### src/rtl/regfile_wb_arbiter.sv
// Writeback arbiter sharing one regfile write port between the in-order WB port (0)
// and a long-latency port (1), with WAW discard of stale port-1 writes and a starvation guard.
module regfile_wb_arbiter #(
    parameter int unsigned XLEN         = 32,
    parameter int unsigned STARVE_LIMIT = 4
) (
    input  logic            clk,
    input  logic            rst_n,
    input  logic            p0_valid,
    output logic            p0_ready,
    input  logic [4:0]      p0_dest,
    input  logic [XLEN-1:0] p0_data,
    input  logic            p1_valid,
    output logic            p1_ready,
    input  logic [4:0]      p1_dest,
    input  logic [XLEN-1:0] p1_data,
    output logic            rf_load,
    output logic            rf_use_rd,
    output logic [4:0]      rf_dest,
    output logic [XLEN-1:0] rf_data,
    output logic            p1_starved,
    output logic [15:0]     drop_cnt
);

    localparam int unsigned DEST_W = 5;
    localparam int unsigned WAIT_W = $clog2(STARVE_LIMIT + 1);
    localparam int unsigned CNT_W  = 16;

    typedef enum logic {
        NORMAL = 1'b0,
        FORCE1 = 1'b1
    } mode_t;

    mode_t               mode;
    mode_t               mode_nxt;
    logic [WAIT_W-1:0]   wait_cnt;
    logic [WAIT_W-1:0]   wait_nxt;
    logic [CNT_W-1:0]    drop_nxt;
    logic                grant0_c;
    logic                grant1_c;
    logic                waw_drop_c;
    logic [DEST_W-1:0]   win_dest_c;
    logic [XLEN-1:0]     win_data_c;

    // Mode, wait counter and drop counter registers
    always_ff @(posedge clk or negedge rst_n) begin
        if (!rst_n) begin
            mode     <= NORMAL;
            wait_cnt <= '0;
            drop_cnt <= '0;
        end else begin
            mode     <= mode_nxt;
            wait_cnt <= wait_nxt;
            drop_cnt <= drop_nxt;
        end
    end

    // Grant selection, ready generation and next-state logic
    always_comb begin
        mode_nxt   = mode;
        wait_nxt   = wait_cnt;
        drop_nxt   = drop_cnt;
        grant0_c   = 1'b0;
        grant1_c   = 1'b0;
        waw_drop_c = 1'b0;
        p0_ready   = 1'b0;
        p1_ready   = 1'b0;

        if (mode == FORCE1) begin
            grant1_c = p1_valid;
            grant0_c = p0_valid && !p1_valid;
        end else begin
            grant0_c = p0_valid;
            grant1_c = p1_valid && !p0_valid;
        end

        // Port 0 is younger: a same-dest port-1 write is stale and is retired unwritten
        waw_drop_c = grant0_c && p1_valid && (p0_dest == p1_dest);
        p0_ready   = grant0_c;
        p1_ready   = grant1_c || waw_drop_c;

        if (p1_ready) begin
            wait_nxt = '0;
        end else if (p1_valid && (wait_cnt < WAIT_W'(STARVE_LIMIT))) begin
            wait_nxt = wait_cnt + WAIT_W'(1);
        end

        if (waw_drop_c && (drop_cnt != '1)) begin
            drop_nxt = drop_cnt + CNT_W'(1);
        end

        case (mode)
            NORMAL:  if (wait_nxt == WAIT_W'(STARVE_LIMIT)) mode_nxt = FORCE1;
            FORCE1:  if (grant1_c) mode_nxt = NORMAL;
            default: mode_nxt = NORMAL;
        endcase
    end

    assign win_dest_c = grant1_c ? p1_dest : p0_dest;
    assign win_data_c = grant1_c ? p1_data : p0_data;

    // Registered write stage; x0 targets consume the grant but never reach the regfile
    always_ff @(posedge clk or negedge rst_n) begin
        if (!rst_n) begin
            rf_load <= 1'b0;
            rf_dest <= '0;
            rf_data <= '0;
        end else begin
            rf_load <= (grant0_c || grant1_c) && (win_dest_c != '0);
            if ((grant0_c || grant1_c) && (win_dest_c != '0)) begin
                rf_dest <= win_dest_c;
                rf_data <= win_data_c;
            end
        end
    end

    assign rf_use_rd  = rf_load;
    assign p1_starved = (mode == FORCE1);

endmodule
### config.mk
export PLATFORM = sky130hd
export DESIGN_NAME = regfile_wb_arbiter
export DESIGN_NICKNAME = d
export VERILOG_FILES = /design/src/rtl/regfile_wb_arbiter.sv
export SDC_FILE = /design/constraint.sdc
export NUM_CORES = 1
export LEC_CHECK = 0
export CAP_MARGIN = 20
export CORE_ASPECT_RATIO = 0.8
export CORE_MARGIN = 3
export CORE_UTILIZATION = 41
export DETAILED_ROUTE_END_ITERATION = 16
export PLACE_DENSITY = 0.89
export SLEW_MARGIN = 20
export SYNTH_ARGS = -nofsm -noshare
export SYNTH_HDL_FRONTEND = slang
export SYNTH_SLANG_ARGS = --single-unit
export TNS_END_PERCENT = 10
### constraint.sdc
create_clock -name clk -period 2.4 [get_ports clk]
set_input_delay 0.48 -clock clk [delete_from_list [all_inputs] [get_ports clk]]
set_output_delay 0.48 -clock clk [all_outputs]
set_load 0.005 [all_outputs]
==> results of run 1 <==
==> worst min-delay path by stage <==
stage | from | end | cells past startpoint
2_1_floorplan | rst_n | drop_cnt[0] | 0
3_3_place_gp | drop_cnt[13] | drop_cnt[13] | 1
3_5_place_dp | drop_cnt[6] | drop_cnt[6] | 1
4_1_cts | rst_n | rf_load | 1
5_1_grt | rst_n | rf_load | 1
6_report | rst_n | rf_load | 1
==> state kept, by name (all words and copies together) (netlist names) <==
| name | count |
|---|---|
| rf_data | 32 |
| drop_cnt | 16 |
| rf_dest | 5 |
| wait_cnt | 3 |
| p1_starved | 1 |
| rf_load | 1 |
==> final cells by class <==
cell class                      count  share of cell area
Timing Repair Buffer              155               0.335
Sequential cell                    58               0.316
Multi-Input combinational cell    195               0.280
Clock buffer                       12              0.0316
Tap cell                           84              0.0229
Clock inverter                      3             0.00872
Inverter                            7             0.00572
==> cells in the final DEF (no fill, tap or decap), types with 2 or more instances in the layout <==
cell / netlist / layout
clkbuf_1: 2 / 2
and4_1: 3 / 3
o21ai_4: 0 / 2
nor3_1: 3 / 3
ha_1: 2 / 2
clkbuf_8: 0 / 10
xnor2_1: 8 / 6
xnor2_2: 0 / 2
or4_1: 2 / 2
buf_4: 1 / 17
clkinv_2: 0 / 2
clkdlybuf4s50_1: 0 / 131
dlymetal6s2s_1: 0 / 2
nor2_1: 53 / 53
xor2_1: 12 / 12
mux2i_1: 38 / 38
nor3_2: 2 / 2
inv_1: 7 / 7
and3_1: 3 / 3
nand3_1: 5 / 5
dfrtp_1: 58 / 58
nand2_1: 11 / 10
a21oi_1: 38 / 38
buf_12: 0 / 3
==> metal layers <==
metal / vias up / wire [microns]
met5: - / 0
met1: 1197 / 3190
met2: 80 / 4160
met3: 8 / 608
met4: 0 / 63
li1: 1251 / -
==> cell families (layout without fill, tap and decap cells) <==
| kind of cell | Yosys count | in the layout | share of synthesized area |
|---|---|---|---|
| buf+inv | 21 | 177 | 0.0510 |
| flops | 58 | 58 | 0.510 |
| compound gates | 47 | 47 | 0.0931 |
| fa+ha+maj | 2 | 2 | 0.00879 |
| simple gates | 87 | 87 | 0.138 |
| xor+xnor | 20 | 20 | 0.0615 |
| mux | 39 | 39 | 0.138 |
==> timing repair <==
item,CTS,global route
setup endpoints to repair,1,1
pin swaps,3,1
resized for setup,2,4
==> through the flow <==
stage | TNS, ns | setup WS (ns) | area [sq um] | cells | hold WS, ns
final | 0 | 0.0809 | 4590 | 514 | 0.179
after global routing | 0 | 0.00116 | 4590 | 514 | 0.222
after CTS | 0 | 0.0580 | 4580 | 514 | 0.198
after detailed placement | -2.98 | -0.201 | 4390 | 499 | 0.498
after global placement | -0.183 | -0.180 | 4390 | 499 | 0.479
after floorplan | 0 | 0.572 | 2850 | 274 | 0.184
==> power groups by stage <==
stage | registers, mW | clock network, mW | logic (mW)
floorplan | 1.37 | 0 | 0.499
global placement | 1.36 | 0 | 1.19
detailed placement | 1.37 | 0 | 1.23
CTS | 1.35 | 0.881 | 1.24
global route | 1.38 | 0.925 | 1.34
finish | 1.35 | 0.862 | 1.22
==> critical path: stages <==
cell             delay, ns
clkdlybuf4s50_1       0.47
xnor2_2               0.21
and4_1                0.24
nand2_1               0.09
nand2_2               0.09
dlygate4sd2_1         0.25
==> impl_metrics.json, run 1 <==
{
  "synthesis.area_sq_um": 2850,
  "pwr-share-comb": 0.354,
  "synthTopCellsByCount": "dfrtp_1, nor2_1, a21oi_1, mux2i_1, xor2_1",
  "num_vias": 2536,
  "yosysWarnings": 0,
  "crit_type": "primary input to output port",
  "cap_violations": 0,
  "setup.worst_path.start_class": "primary input",
  "ff_latch_area_sq_um": 1450,
  "die-area_sq_um": 7990,
  "period_share": 0.966,
  "clockPowerShare": 0.251,
  "grt_pass1_vias": 2602,
  "yosysTopAreaCell": "dfrtp_1",
  "drive_gt1_frac": 0.102,
  "port-buffer-count": 135,
  "cts_hold_buf": 0,
  "tightestPinTransition_ns": 0.653,
  "clkSinkCount": 58,
  "p_int_mw": 2.43,
  "worst_clock_skew_ns": 0.00525,
  "powerDensity_nw_per_um2": 747,
  "met1_usage": 0.227,
  "rsz0062_at_grt": "false",
  "top_usage_layer": "met2",
  "synth_edf_count": 0,
  "insertion_delay_ns": 0.33,
  "postSynth.asyncResetShare": 1.00,
  "grtUsageMet3": 0.0799,
  "drv_slew": 0,
  "crit_fanout": 4,
  "p_sw_frac": 0.292,
  "synth_most_common_cell": "dfrtp_1",
  "regToRegSetupSlack_ns": 0.40,
  "design.core.area_sq_um": 6570,
  "post_cts_buffers": 0,
  "initial_core_util": 0.433,
  "end_kind": "output port",
  "pwr-share-seq": 0.394,
  "p_switching_mw": 1.00,
  "hpwl_mm": 6.35,
  "fill_cells": 485,
  "ys_ff_latch": 58,
  "multi_input_area_sq_um": 1290,
  "synth_ff_type": "dfrtp_1",
  "synth_nets": 354,
  "drt-initial-drc-count": 79,
  "path_clk_slew_ns": 0.06,
  "diodes": 0,
  "drc_errors": 0,
  "hold_path_class": "primary input to asynchronous set/reset pin",
  "wl_per_cell_microns": 15.6,
  "grt_max_degree": 45,
  "leakage_nw": 2.15,
  "setup_viol": 0,
  "h-tree-depth": 3,
  "crit_end": "p1_ready",
  "antenna_found_initial": 0,
  "synthCells": 274,
  "cts_tree": "built",
  "status": "finished clean",
  "rows": 26,
  "globalRouteOverflowTotal": 0,
  "routabilityCongestion": 0.812,
  "drt-total-wl_mm": 8.03,
  "gr-usage-met2": 0.382,
  "synthTopCellsByArea": "dfrtp_1, mux2i_1, nor2_1, a21oi_1, xor2_1",
  "grt_pass1_wl_mm": 12.7,
  "r2r_end": "drop_cnt[1]",
  "ys_types": 34,
  "r2r_cells": 6,
  "cts.root.buffer_cell": "clkbuf_8",
  "first_pass_iters": 4,
  "cp_data_arrival_time_ns": 1.84,
  "ioPinCount": 136,
  "crit_start": "p0_dest[2]",
  "die_h_microns": 80.5,
  "fin_crit_ns": 2.32,
  "p_total_mw": 3.43,
  "ant_nets": 0,
  "r2r_start": "drop_cnt[0]",
  "worstPathRequired_ns": 1.92,
  "relSlewSlack": 0.565,
  "clk_path_buf_depth": 2,
  "via_per_inst": 4.93,
  "final_core_util": 0.699,
  "syn_avg_cell_area_sq_um": 10.4,
  "final_nets": 506,
  "synth_top_area_frac": 0.510,
  "cts_inserted_buffers": 9,
  "ir_drop_mv": 0.449,
  "track_usage": 0.207,
  "final_hold_viol_count": 0,
  "syn2layout_area_growth_pct": 61.3,
  "die_x_microns": 99.2,
  "seq_area_frac_synth": 0.510,
  "fmax_mhz": 431
}
Note: power is estimated with default switching activity, not from simulation.
==> run 2: changes to the inputs <==
- CORE_UTILIZATION: 41 -> 37
- PLACE_DENSITY: 0.89 -> 0.85
- SKIP_CTS_REPAIR_TIMING: default -> 1
- clock period: 2.4 -> 1.86 ns (I/O delays scaled with it)
==> impl_metrics.json, run 2 (same netlist as run 1, synthesis figures left out) <==
{
  "antenna_found_initial": 0,
  "ir_drop_mv": 0.701,
  "hpwl_mm": 6.34,
  "globalRouteOverflowTotal": 0,
  "wl_per_cell_microns": 16.1,
  "setup_viol": 2,
  "ant_nets": 0,
  "placed_area_sq_um": 4540,
  "status": "finished with violations",
  "powerDensity_nw_per_um2": 924,
  "drv_slew": 0,
  "final_hold_viol_count": 0,
  "die_h_microns": 84.5,
  "rsz0062_at_grt": "true",
  "largest_register_ff_count": 32,
  "stdcell_area_sq_um": 4950,
  "tightestPinTransition_ns": 0.544,
  "grt_pass1_vias": 2728,
  "setup.worst_path.start_class": "primary input",
  "hold_path_class": "primary input to asynchronous set/reset pin",
  "cp_data_arrival_time_ns": 1.66,
  "final_common_cell": "clkdlybuf4s50_1",
  "routabilityCongestion": 0.852,
  "cts.root.buffer_cell": "clkbuf_8",
  "num_vias": 2668,
  "p_total_mw": 4.58,
  "first_pass_iters": 4,
  "port-buffer-count": 135,
  "relSlewSlack": 0.637,
  "final_nets": 528,
  "die-area_sq_um": 8790,
  "leakage_nw": 2.34,
  "drc_errors": 0,
  "diodes": 0,
  "crit_fanout": 4,
  "cap_violations": 0,
  "initial_core_util": 0.398,
  "cts_inserted_buffers": 9,
  "cts_tree": "built",
  "timing.final.ws_setup_ns": -0.173,
  "worstPathRequired_ns": 1.49,
  "worst_clock_skew_ns": 0.00786,
  "clk_path_buf_depth": 2,
  "die_x_microns": 104,
  "grt_pass1_wl_mm": 13.4,
  "fmax_mhz": 492,
  "crit_buf_inv": 2,
  "layout.cells.most_common_list": "clkdlybuf4s50_1, dfrtp_1, nor2_1",
  "rows": 27,
  "design.core.area_sq_um": 7160,
  "path_clk_slew_ns": 0.06,
  "h-tree-depth": 3,
  "setup_tns_ns": -0.207,
  "fin_crit_ns": 2.03,
  "period_share": 1.09,
  "r2r_start": "drop_cnt[1]",
  "drive_gt1_frac": 0.179,
  "grt_max_degree": 43,
  "cp_cell_sequence": "clkdlybuf4s50_1 -> xnor2_1 -> and4_4 -> nand2_1 -> nand2_2 -> clkbuf_2",
  "final_core_util": 0.691,
  "slowest_delay_ns": 0.48,
  "drt-initial-drc-count": 106,
  "critPathSlowestCell": "clkdlybuf4s50_1",
  "dp_slack_ns": -0.577,
  "reg.largest.list": "rf_data (32), drop_cnt (16), rf_dest (5)",
  "crit_type": "primary input to output port",
  "end_kind": "output port",
  "crit_start": "p1_dest[1]",
  "drt-total-wl_mm": 8.93,
  "syn2layout_area_growth_pct": 73.9,
  "regToRegSetupSlack_ns": 0.04,
  "insertion_delay_ns": 0.32,
  "clkSinkCount": 58,
  "track_usage": 0.189,
  "top_register": "rf_data",
  "path_delay_family": "buffers and inverters",
  "ioPinCount": 136,
  "via_per_inst": 4.82,
  "violations": "negative setup slack"
}
run 2: layout make-up:
cell class                      instances  area [sq um]
Fill cell                             580          2210
Tap cell                              101           126
Inverter                                7          26.3
Timing Repair Buffer                  177          1840
Clock inverter                          3          15.0
Multi-Input combinational cell        195          1350
Clock buffer                           13           149
Sequential cell                        58          1450
run 2: per-stage QoR:
| stage | hold slack (ns) | instances |
|---|---|---|
| after floorplan | 0.0764 | 274 |
| after global placement | 0.385 | 530 |
| after detailed placement | 0.387 | 530 |
| after CTS | 0.0285 | 546 |
| after global routing | 0.0526 | 554 |
| final | 0.0302 | 554 |
run 2: final timing paths:
check / endpoint / cells past startpoint
min: drop_cnt[14] / 1
min reg2reg: drop_cnt[13] / 1
max: p1_ready / 6
max in group asynchronous: rf_data[20] / 2
min in group clk: rf_dest[0] / 4
max reg2reg: drop_cnt[1] / 6
run 2: where the power goes:
group,switching (mW),internal (mW),leakage [nW]
Combinational,0.754,1.12,1.57
Sequential,0.180,1.55,0.691
Clock,0.462,0.514,0.0872
run 2: metal layers:
layer,GRT usage,vias up,wire (microns)
li1,-,1284,-
met1,0.220,1270,3660
met2,0.324,104,4510
met3,0.0861,10,651
met5,0,-,0
met4,0.0338,0,104
==> run 3: changes to the inputs <==
- CORE_ASPECT_RATIO: 0.8 -> 1.5
- CORE_MARGIN: 3 -> default
==> impl_metrics.json, run 3 (same netlist as run 1, synthesis figures left out) <==
{
  "status": "finished with violations",
  "violations": "negative setup slack",
  "fmax_mhz": 532,
  "track_usage": 0.214,
  "end_kind": "flip-flop",
  "highest_layer": "met4",
  "syn2layout_area_growth_pct": 74.7,
  "relSlewSlack": 0.757,
  "final_hold_viol_count": 0,
  "cts.root.buffer_cell": "clkbuf_8",
  "hpwl_mm": 6.25,
  "grt_pass1_wl_mm": 13.0,
  "wl_per_cell_microns": 16.3,
  "fin_crit_ns": 1.88,
  "final_nets": 532,
  "design.core.area_sq_um": 7320,
  "worstPathRequired_ns": 2.08,
  "num_vias": 2783,
  "setup.worst_path.start_class": "flip-flop",
  "worst_clock_skew_ns": 0.00955,
  "grt_max_degree": 59,
  "die_h_microns": 109,
  "globalRouteOverflowTotal": 0,
  "ant_nets": 0,
  "setup_viol": 7,
  "cp_data_arrival_time_ns": 2.10,
  "r2r_end": "drop_cnt[1]",
  "drive_gt1_frac": 0.171,
  "placed_area_sq_um": 4540,
  "slowest_delay_ns": 0.37,
  "clkSinkCount": 58,
  "clk_path_buf_depth": 2,
  "met2WireLength_mm": 5.12,
  "initial_core_util": 0.389,
  "r2r_start": "drop_cnt[1]",
  "port-buffer-count": 135,
  "ioPinCount": 136,
  "via_per_inst": 5.00,
  "final_common_cell": "clkdlybuf4s50_1",
  "layout.cells.most_common_list": "clkdlybuf4s50_1, dfrtp_1, nor2_1",
  "timing.final.ws_setup_ns": -0.0208,
  "routabilityCongestion": 0.821,
  "critPathSlowestCell": "dfrtp_1",
  "drt-met1-wl_mm": 3.25,
  "crit_buf_inv": 1,
  "die_x_microns": 73.6,
  "insertion_delay_ns": 0.34,
  "stdcell_area_sq_um": 4970,
  "reg.largest.list": "rf_data (32), drop_cnt (16), rf_dest (5)",
  "rsz0062_at_grt": "true",
  "cap_violations": 0,
  "path_clk_slew_ns": 0.07,
  "crit_fanout": 7,
  "grt_pass1_vias": 2887,
  "drt-initial-drc-count": 142,
  "powerDensity_nw_per_um2": 965,
  "period_share": 1.01,
  "hold_path_class": "primary input to asynchronous set/reset pin",
  "r2r_cells": 6,
  "tightestPinTransition_ns": 0.363,
  "diodes": 0,
  "largest_register_ff_count": 32,
  "dp_slack_ns": -0.490,
  "regToRegSetupSlack_ns": -0.02,
  "h-tree-depth": 3,
  "crit_type": "flip-flop to flip-flop",
  "leakage_nw": 2.41,
  "cts_inserted_buffers": 9,
  "cts_tree": "built",
  "ir_drop_mv": 0.597,
  "antenna_found_initial": 0,
  "path_delay_family": "simple AND/OR/NAND/NOR gates",
  "die-area_sq_um": 8060,
  "ff_latch_area_sq_um": 1450,
  "drc_errors": 0,
  "rows": 38,
  "drt-total-wl_mm": 9.08,
  "first_pass_iters": 4,
  "wl_met3_microns": 425,
  "fill_cells": 583,
  "top_register": "rf_data",
  "cp_cell_sequence": "ha_2 -> nand3_2 -> nand4b_1 -> o211ai_4 -> buf_12 -> mux2_4",
  "drv_slew": 0,
  "multi_input_area_sq_um": 1330
}
run 3: cell count changes in the layout (fill, tap and decap cells not counted), moves of 2 or more:
| cell | delta |
|---|---|
| a21oi_1 | +2 |
| a21oi_2 | -2 |
| buf_12 | -2 |
| buf_4 | +5 |
| buf_6 | +3 |
| bufinv_16 | +2 |
| clkbuf_16 | -2 |
| clkdlybuf4s50_1 | -5 |
| dlymetal6s2s_1 | +5 |
| nor2_1 | +6 |
| nor2_2 | -6 |
run 3: where the power goes:
part	switching (mW)	total, mW	internal (mW)
Combinational	0.742	1.81	1.07
Sequential	0.183	1.73	1.55
Clock	0.506	1.26	0.753
Total	1.43	4.80	3.37
run 3: cell type report:
| class | count | area share |
|---|---|---|
| repair buffers | 181 | 0.368 |
| flip-flops and latches | 58 | 0.292 |
| clock buffers | 11 | 0.0264 |
| multi-input cells | 195 | 0.268 |
| inverters | 7 | 0.00528 |
| clock inverters | 5 | 0.0158 |
| well taps | 100 | 0.0252 |
run 3: how the worst max path moves through the flow:
stage / cells after the start / slack, ns / from / end
after global placement: 6 / -0.48 / p0_valid / p1_ready
after floorplan: 7 / 0.12 / drop_cnt[0] / drop_cnt[7]
after detailed placement: 8 / -0.49 / p0_dest[0] / rf_data[12]
after global routing: 6 / -0.08 / drop_cnt[0] / drop_cnt[1]
final: 6 / -0.02 / drop_cnt[1] / drop_cnt[1]
after CTS: 6 / -0.49 / p0_valid / p1_ready
run 3: through the flow:
stage          TNS (ns)  hold slack (ns)  total power [mW]   util  cells
2_1_floorplan         0           0.0764              2.41      -    274
3_3_place_gp     -18.97            0.399              3.32  0.620    531
3_5_place_dp     -22.25            0.402              3.39  0.620    531
4_1_cts           -5.17           0.0365              4.66  0.649    547
5_1_grt          -0.482           0.0424              5.04  0.679    557
6_report        -0.0543           0.0237              4.80  0.679    557
run 3: per-layer routing:
metal  up-vias  track usage
met1      1350        0.217
met3        24       0.0449
met4         0        0.125
li1       1298            -
met5         -            0
met2       111        0.393
